--- src/rtl/cdb_pkg.sv ---
// cdb_pkg: shared definitions for the common data bus arbiter.
//   ROB_SIZE_BIT - default width of a reorder buffer index
//   CDB_VALUE_W  - width of a broadcast result value
//   CDB_SRC_ALU / CDB_SRC_LSB - encoding of cdb_src
//   cdb_entry_t  - packed CDB payload {rob_idx, value} at the default width
package cdb_pkg;

    localparam int ROB_SIZE_BIT = 4;
    localparam int CDB_VALUE_W  = 32;

    localparam logic CDB_SRC_ALU = 1'b0;
    localparam logic CDB_SRC_LSB = 1'b1;

    typedef struct packed {
        logic [ROB_SIZE_BIT-1:0] rob_idx;
        logic [CDB_VALUE_W-1:0]  value;
    } cdb_entry_t;

endpackage

--- src/rtl/cdb_fifo.sv ---
// cdb_fifo: per-requester result queue in front of the CDB arbiter.
// Ports:
//   clk, rst_n      - clock, asynchronous active-low reset
//   en              - global advance; all state frozen while low
//   push, push_data - enqueue one entry (caller guarantees !full)
//   pop             - dequeue the head entry (caller guarantees non-empty)
//   flush           - empty the queue (takes priority over push/pop)
//   head            - entry at the read pointer (combinational)
//   count, full     - occupancy and full flag, from registered state only
module cdb_fifo #(
    parameter int FIFO_DEPTH = 4,
    parameter int DATA_W     = 36
) (
    input  logic                          clk,
    input  logic                          rst_n,
    input  logic                          en,
    input  logic                          push,
    input  logic                          pop,
    input  logic                          flush,
    input  logic [DATA_W-1:0]             push_data,
    output logic [DATA_W-1:0]             head,
    output logic [$clog2(FIFO_DEPTH):0]   count,
    output logic                          full
);

    localparam int PTR_W = $clog2(FIFO_DEPTH);
    localparam logic [PTR_W:0] DEPTH_CNT = (PTR_W+1)'(FIFO_DEPTH);

    logic [DATA_W-1:0] mem [FIFO_DEPTH];
    logic [PTR_W-1:0]  rd_ptr;
    logic [PTR_W-1:0]  wr_ptr;

    // Pointers wrap naturally since the depth is a power of two.
    always_ff @(posedge clk or negedge rst_n) begin
        if (!rst_n) begin
            rd_ptr <= '0;
            wr_ptr <= '0;
            count  <= '0;
        end else if (en) begin
            if (flush) begin
                rd_ptr <= '0;
                wr_ptr <= '0;
                count  <= '0;
            end else begin
                if (push) wr_ptr <= wr_ptr + 1'b1;
                if (pop)  rd_ptr <= rd_ptr + 1'b1;
                case ({push, pop})
                    2'b10:   count <= count + 1'b1;
                    2'b01:   count <= count - 1'b1;
                    default: count <= count;
                endcase
            end
        end
    end

    // Storage carries data only; no reset needed.
    always_ff @(posedge clk) begin
        if (en && push && !flush) mem[wr_ptr] <= push_data;
    end

    assign head = mem[rd_ptr];
    assign full = (count == DEPTH_CNT);

endmodule

--- src/rtl/cdb_arbiter.sv ---
// cdb_arbiter: merges ALU and load/store results onto one registered CDB.
// Each producer feeds a private cdb_fifo; a round-robin grant pops one head
// per cycle into the output register, which is valid for exactly one cycle.
// Optional feature macro: CDB_BYPASS_EN - a result arriving at an empty FIFO
// that wins arbitration on arrival is loaded straight into the output
// register, giving 1-edge latency instead of 2.
// Ports:
//   clk_in, rst_in      - clock, asynchronous active-low reset
//   rdy_in              - global stall when low (all state frozen)
//   rob_clear           - flush queues and output valid (sampled when rdy_in)
//   alu_valid/rob_idx/value, alu_ready - ALU result push interface
//   lsb_valid/rob_idx/value, lsb_ready - load result push interface
//   cdb_valid, cdb_rob_idx, cdb_value, cdb_src - registered CDB broadcast
module cdb_arbiter #(
    parameter int ROB_SIZE_BIT = cdb_pkg::ROB_SIZE_BIT,
    parameter int FIFO_DEPTH   = 4
) (
    input  logic                    clk_in,
    input  logic                    rst_in,
    input  logic                    rdy_in,
    input  logic                    rob_clear,
    input  logic                    alu_valid,
    input  logic [ROB_SIZE_BIT-1:0] alu_rob_idx,
    input  logic [31:0]             alu_value,
    output logic                    alu_ready,
    input  logic                    lsb_valid,
    input  logic [ROB_SIZE_BIT-1:0] lsb_rob_idx,
    input  logic [31:0]             lsb_value,
    output logic                    lsb_ready,
    output logic                    cdb_valid,
    output logic [ROB_SIZE_BIT-1:0] cdb_rob_idx,
    output logic [31:0]             cdb_value,
    output logic                    cdb_src
);

    import cdb_pkg::*;

    localparam int CNT_W   = $clog2(FIFO_DEPTH) + 1;
    localparam int ENTRY_W = ROB_SIZE_BIT + CDB_VALUE_W;

    logic [ENTRY_W-1:0] alu_head, lsb_head;
    logic [ENTRY_W-1:0] alu_sel_p0, lsb_sel_p0;
    logic [CNT_W-1:0]   alu_count, lsb_count;
    logic               alu_full, lsb_full;
    logic               alu_empty, lsb_empty;
    logic               advance_p0;
    logic               alu_accept_p0, lsb_accept_p0;
    logic               alu_req_p0, lsb_req_p0;
    logic               gnt_alu_p0, gnt_lsb_p0;
    logic               alu_bypass_p0, lsb_bypass_p0;
    logic               alu_push_p0, lsb_push_p0;
    logic               alu_pop_p0, lsb_pop_p0;
    logic               last_grant;

    logic                    vld_p1;
    logic [ROB_SIZE_BIT-1:0] rob_idx_p1;
    logic [31:0]             value_p1;
    logic                    src_p1;

    // ---- stage p0: accept, request, round-robin grant ----
    assign advance_p0    = rdy_in && !rob_clear;
    assign alu_ready     = !alu_full;
    assign lsb_ready     = !lsb_full;
    assign alu_accept_p0 = alu_valid && alu_ready && advance_p0;
    assign lsb_accept_p0 = lsb_valid && lsb_ready && advance_p0;
    assign alu_empty     = (alu_count == '0);
    assign lsb_empty     = (lsb_count == '0);

`ifdef CDB_BYPASS_EN
    // A fresh result at an empty FIFO competes as if it were already queued.
    assign alu_req_p0    = !alu_empty || alu_accept_p0;
    assign lsb_req_p0    = !lsb_empty || lsb_accept_p0;
    assign alu_bypass_p0 = gnt_alu_p0 && alu_empty;
    assign lsb_bypass_p0 = gnt_lsb_p0 && lsb_empty;
`else
    assign alu_req_p0    = !alu_empty;
    assign lsb_req_p0    = !lsb_empty;
    assign alu_bypass_p0 = 1'b0;
    assign lsb_bypass_p0 = 1'b0;
`endif

    always_comb begin
        gnt_alu_p0 = 1'b0;
        gnt_lsb_p0 = 1'b0;
        if (advance_p0) begin
            if (alu_req_p0 && lsb_req_p0) begin
                // Tie: the side that did not win last time goes first.
                if (last_grant == CDB_SRC_LSB) gnt_alu_p0 = 1'b1;
                else                           gnt_lsb_p0 = 1'b1;
            end else if (alu_req_p0) begin
                gnt_alu_p0 = 1'b1;
            end else if (lsb_req_p0) begin
                gnt_lsb_p0 = 1'b1;
            end
        end
    end

    // A bypassed result never touches the FIFO; a losing arrival is stored.
    assign alu_push_p0 = alu_accept_p0 && !alu_bypass_p0;
    assign lsb_push_p0 = lsb_accept_p0 && !lsb_bypass_p0;
    assign alu_pop_p0  = gnt_alu_p0 && !alu_bypass_p0;
    assign lsb_pop_p0  = gnt_lsb_p0 && !lsb_bypass_p0;

    assign alu_sel_p0 = alu_bypass_p0 ? {alu_rob_idx, alu_value} : alu_head;
    assign lsb_sel_p0 = lsb_bypass_p0 ? {lsb_rob_idx, lsb_value} : lsb_head;

    cdb_fifo #(
        .FIFO_DEPTH (FIFO_DEPTH),
        .DATA_W     (ENTRY_W)
    ) u_alu_fifo (
        .clk       (clk_in),
        .rst_n     (rst_in),
        .en        (rdy_in),
        .push      (alu_push_p0),
        .pop       (alu_pop_p0),
        .flush     (rob_clear),
        .push_data ({alu_rob_idx, alu_value}),
        .head      (alu_head),
        .count     (alu_count),
        .full      (alu_full)
    );

    cdb_fifo #(
        .FIFO_DEPTH (FIFO_DEPTH),
        .DATA_W     (ENTRY_W)
    ) u_lsb_fifo (
        .clk       (clk_in),
        .rst_n     (rst_in),
        .en        (rdy_in),
        .push      (lsb_push_p0),
        .pop       (lsb_pop_p0),
        .flush     (rob_clear),
        .push_data ({lsb_rob_idx, lsb_value}),
        .head      (lsb_head),
        .count     (lsb_count),
        .full      (lsb_full)
    );

    // ---- stage p1: registered CDB broadcast ----
    always_ff @(posedge clk_in or negedge rst_in) begin
        if (!rst_in) begin
            vld_p1     <= 1'b0;
            rob_idx_p1 <= '0;
            value_p1   <= '0;
            src_p1     <= CDB_SRC_ALU;
            last_grant <= CDB_SRC_LSB;
        end else if (rdy_in) begin
            if (rob_clear) begin
                vld_p1     <= 1'b0;
                last_grant <= CDB_SRC_LSB;
            end else if (gnt_alu_p0 || gnt_lsb_p0) begin
                vld_p1                 <= 1'b1;
                {rob_idx_p1, value_p1} <= gnt_alu_p0 ? alu_sel_p0 : lsb_sel_p0;
                src_p1                 <= gnt_alu_p0 ? CDB_SRC_ALU : CDB_SRC_LSB;
                last_grant             <= gnt_alu_p0 ? CDB_SRC_ALU : CDB_SRC_LSB;
            end else begin
                vld_p1 <= 1'b0;
            end
        end
    end

    assign cdb_valid   = vld_p1;
    assign cdb_rob_idx = rob_idx_p1;
    assign cdb_value   = value_p1;
    assign cdb_src     = src_p1;

endmodule
--- config.mk ---
export PLATFORM = sky130hd
export DESIGN_NAME = cdb_arbiter
export DESIGN_NICKNAME = d
export VERILOG_FILES = /design/src/rtl/cdb_pkg.sv /design/src/rtl/cdb_fifo.sv /design/src/rtl/cdb_arbiter.sv
export SDC_FILE = /design/constraint.sdc
export NUM_CORES = 1
export LEC_CHECK = 0
export BUFFER_PORTS_ARGS = -buffer_cell sky130_fd_sc_hd__buf_2
export CAP_MARGIN = 30
export CORE_UTILIZATION = 45
export CTS_CLUSTER_SIZE = 16
export DETAILED_ROUTE_END_ITERATION = 8
export PLACE_DENSITY = 0.66
export SLEW_MARGIN = 20
export SYNTH_ARGS = -nofsm -noshare
export SYNTH_HDL_FRONTEND = slang
export SYNTH_SLANG_ARGS = --single-unit
export TNS_END_PERCENT = 5
--- constraint.sdc ---
create_clock -name clk_in -period 8.2 [get_ports clk_in]
set_input_delay 1.23 -clock clk_in [delete_from_list [all_inputs] [get_ports clk_in]]
set_output_delay 1.23 -clock clk_in [all_outputs]
set_load 0.01 [all_outputs]
==> flow_summary.yaml, run 1 <==
critical_path:
  crit_fanout: 17
  crit_chain: "buf_2, nand2b_1, a211oi_2, nand2_1, xnor2_1, ha_1, a211oi_1, a31o_1, a31oi_1, o32a_1"
  cp-start-kind: "input port"
  criticalPathCategory: "in -> reg"
  crit_arrival_ns: 3.73
  critical-path-top-delay-family: "compound AO/OA/AOI/OAI gates"
  cp_slowest_stage_delay_ns: 0.55
  critPathRequiredTime_ns: 8.58
  crit_slowest_cell: "a211oi_2"
  endpoint_kind: "flip-flop"
  critPathBufInv: 1
power_and_ir_drop:
  p_per_area_nw_per_um2: 304
  leakagePower_nw: 5.15
  power_frac_comb_pct: 18.2
  p_clk_share_pct: 32.6
  p_switching_w: 0.00122
  p_int_w: 0.00341
  pwr-share-seq_pct: 49.2
  ir_drop_uv: 155
  power.total_w: 0.00463
  sw_frac_of_total_pct: 26.4
route:
  drt_iter0_drc: 603
  ant_nets: 0
  viasPerCell: 5.42
  drc: 0
  routed_wl_um: 25900
  firstDrtPassIters: 5
  vias: 6513
  avgRoutedWirePerCell_um: 21.5
clocking:
  cts.sinks: 341
  h-tree-depth: 2
  cts.clk_slew.worst_paths_ns: 0.06
  post_cts_resized: 0
  clock-root-buffer: "clkbuf_16"
  cts_tree: "done"
  postCtsSetupBuffers: 0
  ctsLongestPathBuffers: 3
  clk_latency_ns: 0.50
  cts_buffers: 34
  cts_hold_buf: 0
sta:
  setup_viol: 0
  fin_crit_ns: 3.35
  max_slew.worst_pin.slew_ns: 0.958
  final_hold_viol_count: 0
  slew_headroom_pct: 36.1
  tns_ns: 0
  skew_ns: 0.0131
  min_period_over_period_pct: 40.9
  grt_setup_unrepaired: "false"
  finalMaxSlewViolations: 0
  max_freq_mhz: 298
yosys:
  yosysSeqAreaShare_pct: 77.2
  yosys-top-cells-area: "edfxtp_1, mux4_2, dfrtp_1"
  avgSynthCellArea_um2: 19.5
  yosysTopAreaCell: "edfxtp_1"
  synthCells: 661
  synth_edf_count: 288
  synth_top_area_share_pct: 67.0
  synth.ff_latch_count: 341
  yosysUniqueCellTypes: 43
  yosysWarningCount: 0
  ys.flop_type: "edfxtp_1"
  postSynthNetCount: 749
  synth_area_um2: 12900
  ys_async_sr_fraction_pct: 15.5
final_layout:
  mostFrequentLayoutCells: "edfxtp_1, buf_2, nor2_1"
  drive_above_1_share_pct: 32.5
  finalNetCount: 877
  syn_to_final_growth_pct: 17.7
  final_common_cell: "edfxtp_1"
placed_design:
  place.gp.congestion: 0.834
  io_buffers: 117
  place_hpwl_um: 16100
grt:
  grt_pass1_wl_um: 39300
  grt_start_max_net_pins: 54
  track_usage_pct: 18.2
  grt_pass1_vias: 6819
  grt.overflow.total: 0
  antenna_found_initial: 11
run:
  max-cap-violations: 0
floorplan:
  die_y_um: 171
  fp-row-count: 61
  die_w_um: 171
  start_util_pct: 46.1
  io_pins: 118
  dieArea_um2: 29400
  core_um2: 28000
hold_path:
  hold_path_class: "reg -> reg"
outcome:
  outcome: "finished clean"
area by class of cell:
cell class | count | area (um^2)
Clock buffer | 49 | 991
Fill cell | 2172 | 12800
Timing Repair Buffer | 128 | 803
Inverter | 7 | 26.3
Multi-Input combinational cell | 277 | 2790
Clock inverter | 13 | 111
Antenna cell | 8 | 20.0
Sequential cell | 341 | 9990
Tap cell | 378 | 473
synth_stat cells (all sizes together), types with 3 or more instances:
master    n
dfrtp    52
clkbuf   25
mux4     72
edfxtp  288
nor2     80
o21ai    11
xnor2     3
and2      5
and3      6
inv       7
a21oi    10
nand2     9
a31oi     3
ha        9
nor3      4
o22ai    38
buf      11
power by group through the flow:
stage / sequential [W] / clock [W] / combinational, W
2_1_floorplan: 0.00221 / 0 / 0.000638
3_3_place_gp: 0.00232 / 0 / 0.000805
3_5_place_dp: 0.00232 / 0 / 0.000843
4_1_cts: 0.00229 / 0.00155 / 0.000847
5_1_grt: 0.00231 / 0.00161 / 0.000919
6_report: 0.00228 / 0.00151 / 0.000844
cell families after synthesis:
group / count (synthesis) / synth area share (%)
buffers and inverters: 43 / 1.29
adders and majority gates: 10 / 1.03
DFF: 341 / 77.2
and+or+nand+nor: 114 / 3.81
muxes: 73 / 12.6
AOI/OAI and AO/OA: 77 / 3.82
xor gates and xnor gates: 3 / 0.203
path summary, 6_finish.rpt:
kind,startpoint,to,slack (ns),depth (start not counted)
worst max-delay path,rob_clear,u_lsb_fifo.count[2],4.85,10
worst min register to register,cdb_valid,cdb_valid,0.48,1
worst min-delay path,cdb_valid,cdb_valid,0.48,1
min in group asynchronous,rst_in,cdb_rob_idx[2],0.87,2
worst max register to register,u_alu_fifo.count[0],u_lsb_fifo.count[2],4.99,9
max in group asynchronous,rst_in,u_alu_fifo.rd_ptr[0],6.70,2
layer usage:
layer,up-vias,track usage [%],wire [um]
li1,2923,-,-
met1,3300,21.8,10100
met2,216,31.3,13200
met3,68,4.90,1740
met4,6,7.38,802
met5,-,0,37
sequential cells by signal (all words and copies together), names as in the netlist:
name / flops
u_alu_fifo.mem: 144
u_lsb_fifo.mem: 144
cdb_value: 32
cdb_rob_idx: 4
u_alu_fifo.count: 3
u_lsb_fifo.count: 3
u_alu_fifo.rd_ptr: 2
u_alu_fifo.wr_ptr: 2
u_lsb_fifo.rd_ptr: 2
u_lsb_fifo.wr_ptr: 2
cdb_src: 1
cdb_valid: 1
last_grant: 1
stage by stage:
step	worst slack (ns)	cell area, um^2	utilization (%)	instances	hold slack, ns
2_1_floorplan	4.94	12900	-	661	0.470
3_3_place_gp	4.75	13900	49.5	1122	0.464
3_5_place_dp	4.43	14000	49.9	1127	0.468
4_1_cts	4.96	15100	53.8	1189	0.482
5_1_grt	4.75	15200	54.2	1196	0.515
6_report	4.85	15200	54.3	1201	0.480
Power figures use the tool's default switching activity.
==> run 2: changes to the inputs <==
Clock period 8.2 ns to 3.2 ns, I/O delays scaled along.
==> run 2 against run 1 <==
Against the previous run:
- clock skew grew 0.0091 ns
- core utilization rose by 0.46 points
- sequential power grew to 2.5 times the previous value
- power rose to 2.6 times the previous value
- die area is the same
- sequential cell count unchanged
- non-clock buffer count grew 15
- global-route usage increased by 1.3 points
- combinational power rose to 2.7 times the previous value
- first-iteration DRC count is 6.0% lower
- worst hold slack lost 0.30 ns
- via count increased by 3.1%
- critical path type is now reg -> reg
- critical endpoint unchanged
- largest cell class unchanged
- highest routed layer is now met4
==> flow_summary.yaml, run 2 (same netlist as run 1, synthesis figures left out) <==
sta:
  setup_viol: 0
  holdWs_ns: 0.185
  final_hold_viol_count: 0
  fin_crit_ns: 2.64
  min_period_over_period_pct: 82.4
  finalMaxSlewViolations: 0
  grt_setup_unrepaired: "false"
  slew_headroom_pct: 35.8
  max_freq_mhz: 379
  skew_ns: 0.0222
  max_slew.worst_pin.slew_ns: 0.962
  tns_ns: 0
critical_path:
  crit_fanout: 5
  critPathRequiredTime_ns: 3.58
  crit_chain: "or3_1, a211oi_2, nand2_1, xnor2_1, ha_1, a211oi_1, a31o_1, a31oi_1, o32a_1"
  cp_slowest_stage_delay_ns: 0.49
  critPathBufInv: 0
  endpoint_kind: "flip-flop"
  critical-path-top-delay-family: "compound AO/OA/AOI/OAI gates"
  cp-start-kind: "flip-flop"
  crit_arrival_ns: 3.01
  criticalPathCategory: "reg -> reg"
  crit_slowest_cell: "or3_1"
  ff2ff_setup_slack_ns: 0.56
placed_design:
  place.gp.congestion: 0.781
  place_hpwl_um: 16800
  io_buffers: 117
power_and_ir_drop:
  power.total_w: 0.0122
  leakagePower_nw: 5.24
  ir_drop_uv: 509
  p_per_area_nw_per_um2: 797
run:
  max-cap-violations: 0
floorplan:
  io_pins: 118
  core_um2: 28000
  start_util_pct: 46.1
  die_w_um: 171
  fp-row-count: 61
  dieArea_um2: 29400
  die_y_um: 171
grt:
  grt_pass1_wl_um: 42000
  antenna_found_initial: 1
  grt_pass1_vias: 7143
  grt.overflow.total: 0
  track_usage_pct: 19.6
  grt_start_max_net_pins: 40
final_layout:
  syn_to_final_growth_pct: 18.7
  drive_above_1_share_pct: 33.7
  final_util_pct: 54.7
  final_common_cell: "edfxtp_1"
  mostFrequentLayoutCells: "edfxtp_1, buf_2, nor2_1"
  finalNetCount: 894
route:
  routed_wl_um: 27500
  viasPerCell: 5.54
  drt_iter0_drc: 567
  avgRoutedWirePerCell_um: 22.7
  firstDrtPassIters: 5
  ant_nets: 0
  drc: 0
  vias: 6718
clocking:
  cts_buffers: 36
  cts.sinks: 341
  clock-root-buffer: "clkbuf_16"
  postCtsSetupBuffers: 0
  cts_tree: "done"
  cts.clk_slew.worst_paths_ns: 0.06
  h-tree-depth: 2
  ctsLongestPathBuffers: 3
  clk_latency_ns: 0.51
outcome:
  outcome: "finished clean"
hold_path:
  hold_path_class: "in -> reg"
## run 2: cell types whose count changed in the layout (fill, tap and decap cells not counted), sizes merged
cell         delta
buf            +14
bufinv          +1
clkinvlp        +1
clkinv          -3
dlygate4sd3     +1
diode           -7
clkbuf          +5
## run 2: timing repair
| action | in CTS | in global routing |
|---|---|---|
| endpoints found under the hold margin | 0 | 9 |
| resized for setup | 0 | 0 |
| hold buffers | 0 | 1 |
## run 2: metrics by stage
step | setup slack (ns) | cell area [um^2] | instances
CTS | 0.607 | 15300 | 1209
floorplan | 0.521 | 12900 | 661
finish | 0.564 | 15300 | 1213
detailed placement | 0.505 | 14100 | 1143
global route | 0.409 | 15300 | 1213
global placement | 0.700 | 14100 | 1143
## run 2: metal layers
metal,global-route usage [%],wire length (um),up-vias
met4,6.09,648,0
met3,3.43,1380,59
li1,-,-,2958
met5,0,0,-
met1,25.0,11400,3470
met2,34.1,14100,231
## run 2: worst reg2reg max path: stages (launching register included)
cell and delay [ns]:
dfrtp_1 0.44, or3_1 0.49, a211oi_2 0.27, nand2_1 0.12
xnor2_1 0.15, ha_1 0.25, a211oi_1 0.24, a31o_1 0.17
a31oi_1 0.05, o32a_1 0.35
## run 2: path summary, 6_finish.rpt
path / start / end / cells past startpoint
min in group asynchronous: rst_in / u_lsb_fifo.wr_ptr[0] / 2
max in group asynchronous: rst_in / cdb_value[14] / 4
hold / removal: alu_value[27] / u_alu_fifo.mem[1][27] / 1
hold reg to reg: cdb_valid / cdb_valid / 1
setup / recovery: u_alu_fifo.count[0] / u_lsb_fifo.count[2] / 9
setup reg to reg: u_alu_fifo.count[0] / u_lsb_fifo.count[2] / 9
## run 2: area by class of cell
| class | instances | area, um^2 |
|---|---|---|
| Fill cell | 2184 | 12700 |
| Sequential cell | 341 | 9990 |
| Multi-Input combinational cell | 277 | 2790 |
| Clock buffer | 54 | 1040 |
| Timing Repair Buffer | 143 | 866 |
| Tap cell | 378 | 473 |
| Clock inverter | 12 | 146 |
| Inverter | 7 | 26.3 |
| Antenna cell | 1 | 2.50 |
## run 2: where the power goes
part | internal (W) | switching, W | total (W)
registers | 0.00527 | 0.000518 | 0.00579
logic | 0.00119 | 0.00112 | 0.00231
clock network | 0.00250 | 0.00161 | 0.00411
==> run 3: changes to the inputs <==
Settings changed: PLACE_DENSITY 0.66 to 0.69.
Clock period 3.2 ns to 2.35 ns, I/O delays scaled along.
==> run 3 against run 2 <==
Against the previous run:
- sequential cell count stayed put
- die area stayed put
- setup slack worse by 0.51 ns
- critical path depth is 1 lower
- worst hold slack worse by 0.11 ns
- clock-buffer cell count is 5 lower
- power is 37% higher
- wire length is 1.6% lower
- final cell count is 1.2% higher
- clock skew is 0.0086 ns lower
- via count is 0.27% higher
- critical endpoint unchanged
==> flow_summary.yaml, run 3 (same netlist as run 1, synthesis figures left out) <==
outcome:
  outcome: "finished clean"
placed_design:
  io_buffers: 117
  post-place-cells: 1157
  place_ws_ns: 0.0349
  place_hpwl_um: 16700
  place.gp.congestion: 0.762
sta:
  final_hold_viol_count: 0
  min_period_over_period_pct: 97.7
  max_slew.worst_pin.slew_ns: 0.386
  setup_viol: 0
  max_freq_mhz: 436
  tns_ns: 0
  grt_setup_unrepaired: "true"
  slew_headroom_pct: 74.0
  holdWs_ns: 0.0703
  fin_crit_ns: 2.29
  fin_ws_ns: 0.0551
  finalMaxSlewViolations: 0
  skew_ns: 0.0136
final_layout:
  final_util_pct: 55.4
  drive_above_1_share_pct: 35.3
  final_common_cell: "edfxtp_1"
  finalNetCount: 906
  mostFrequentLayoutCells: "edfxtp_1, buf_2, nor2_1"
  syn_to_final_growth_pct: 20.2
  fin_cells: 1227
clocking:
  clock-root-buffer: "clkbuf_16"
  cts.sinks: 341
  ctsLongestPathBuffers: 3
  cts_tree: "done"
  cts.clk_slew.worst_paths_ns: 0.06
  clk_latency_ns: 0.50
  cts_buffers: 36
  h-tree-depth: 2
  postCtsSetupBuffers: 0
critical_path:
  crit_arrival_ns: 2.73
  startpoint: "u_alu_fifo.count[2]"
  critPathRequiredTime_ns: 2.79
  r2r-start: "u_alu_fifo.count[2]"
  criticalPathCategory: "reg -> reg"
  cp_slowest_stage_delay_ns: 0.47
  crit_slowest_cell: "or4_1"
  endpoint_kind: "flip-flop"
  crit_chain: "or3_4, a211oi_4, nand2_1, xnor2_1, ha_2, or4_1, a21oi_1, o32a_1"
  cp-start-kind: "flip-flop"
  crit_fanout: 4
power_and_ir_drop:
  leakagePower_nw: 5.32
  ir_drop_uv: 775
  p_per_area_nw_per_um2: 1080
route:
  drc: 0
  drt_iter0_drc: 478
  avgRoutedWirePerCell_um: 22.1
  viasPerCell: 5.49
  ant_nets: 0
  firstDrtPassIters: 4
  vias: 6736
  routed_wl_um: 27100
floorplan:
  start_util_pct: 46.1
  dieArea_um2: 29400
  fp-row-count: 61
  core_um2: 28000
  die_w_um: 171
  io_pins: 118
  die_y_um: 171
hold_path:
  hold_path_class: "in -> reg"
  min_from: "lsb_value[13]"
grt:
  grt_pass1_wl_um: 40600
  grt_start_max_net_pins: 43
  grt.overflow.total: 0
  grt_pass1_vias: 7098
  track_usage_pct: 18.9
  antenna_found_initial: 6
run:
  max-cap-violations: 0
-- run 3: metrics by stage --
stage          total power, W  instance area, um^2
3_3_place_gp           0.0113                14300
3_5_place_dp           0.0114                14300
2_1_floorplan         0.00997                12900
4_1_cts                0.0169                15500
5_1_grt                0.0175                15500
6_report               0.0168                15500
-- run 3: power breakdown --
group          internal [W]  switching (W)  total, W
combinational       0.00180        0.00192   0.00372
sequential          0.00718       0.000342   0.00752
clock               0.00334        0.00218   0.00552
total                0.0123        0.00445    0.0168
-- run 3: worst paths after layout --
path / to / slack (ns) / cells past startpoint
hold / removal: u_lsb_fifo.mem[2][13] / 0.07 / 1
min in group asynchronous: cdb_valid / 0.29 / 2
setup reg to reg: u_lsb_fifo.count[2] / 0.06 / 8
setup / recovery: u_lsb_fifo.count[2] / 0.06 / 8
hold reg to reg: cdb_valid / 0.49 / 1
max in group asynchronous: u_lsb_fifo.rd_ptr[0] / 1.46 / 3
-- run 3: per-layer routing --
metal	vias to the layer above	share of wire, %	wire length, um	track usage [%]
met3	46	5.2	1390	3.98
li1	2984	-	-	-
met2	185	52	14000	33.1
met5	-	0.078	21	0
met4	4	2.0	533	6.13
met1	3517	41	11100	23.3
-- run 3: layout make-up --
cell class                 instances  area [um^2]
antenna                            5         12.5
multi-input combinational        277         2820
clock buffer                      49          971
inverter                           7         26.3
tap                              378          473
clock inverter                    15          180
sequential                       341         9980
fill                            2174        12500
timing repair buffer             155         1060
-- run 3: critical path: cells and delay by family, from the launching register on --
kind,cells,cell delay (ns)
xor+xnor,1,0.14
flops,1,0.38
simple gates,3,1.00
compound gates,3,0.50
fa+ha+maj,1,0.20
-- run 3: repair_timing --
item,in CTS,in global routing
hold endpoints to repair,11,0
hold buffers,1,0
setup endpoints to repair,0,3
gates resized for setup,0,3
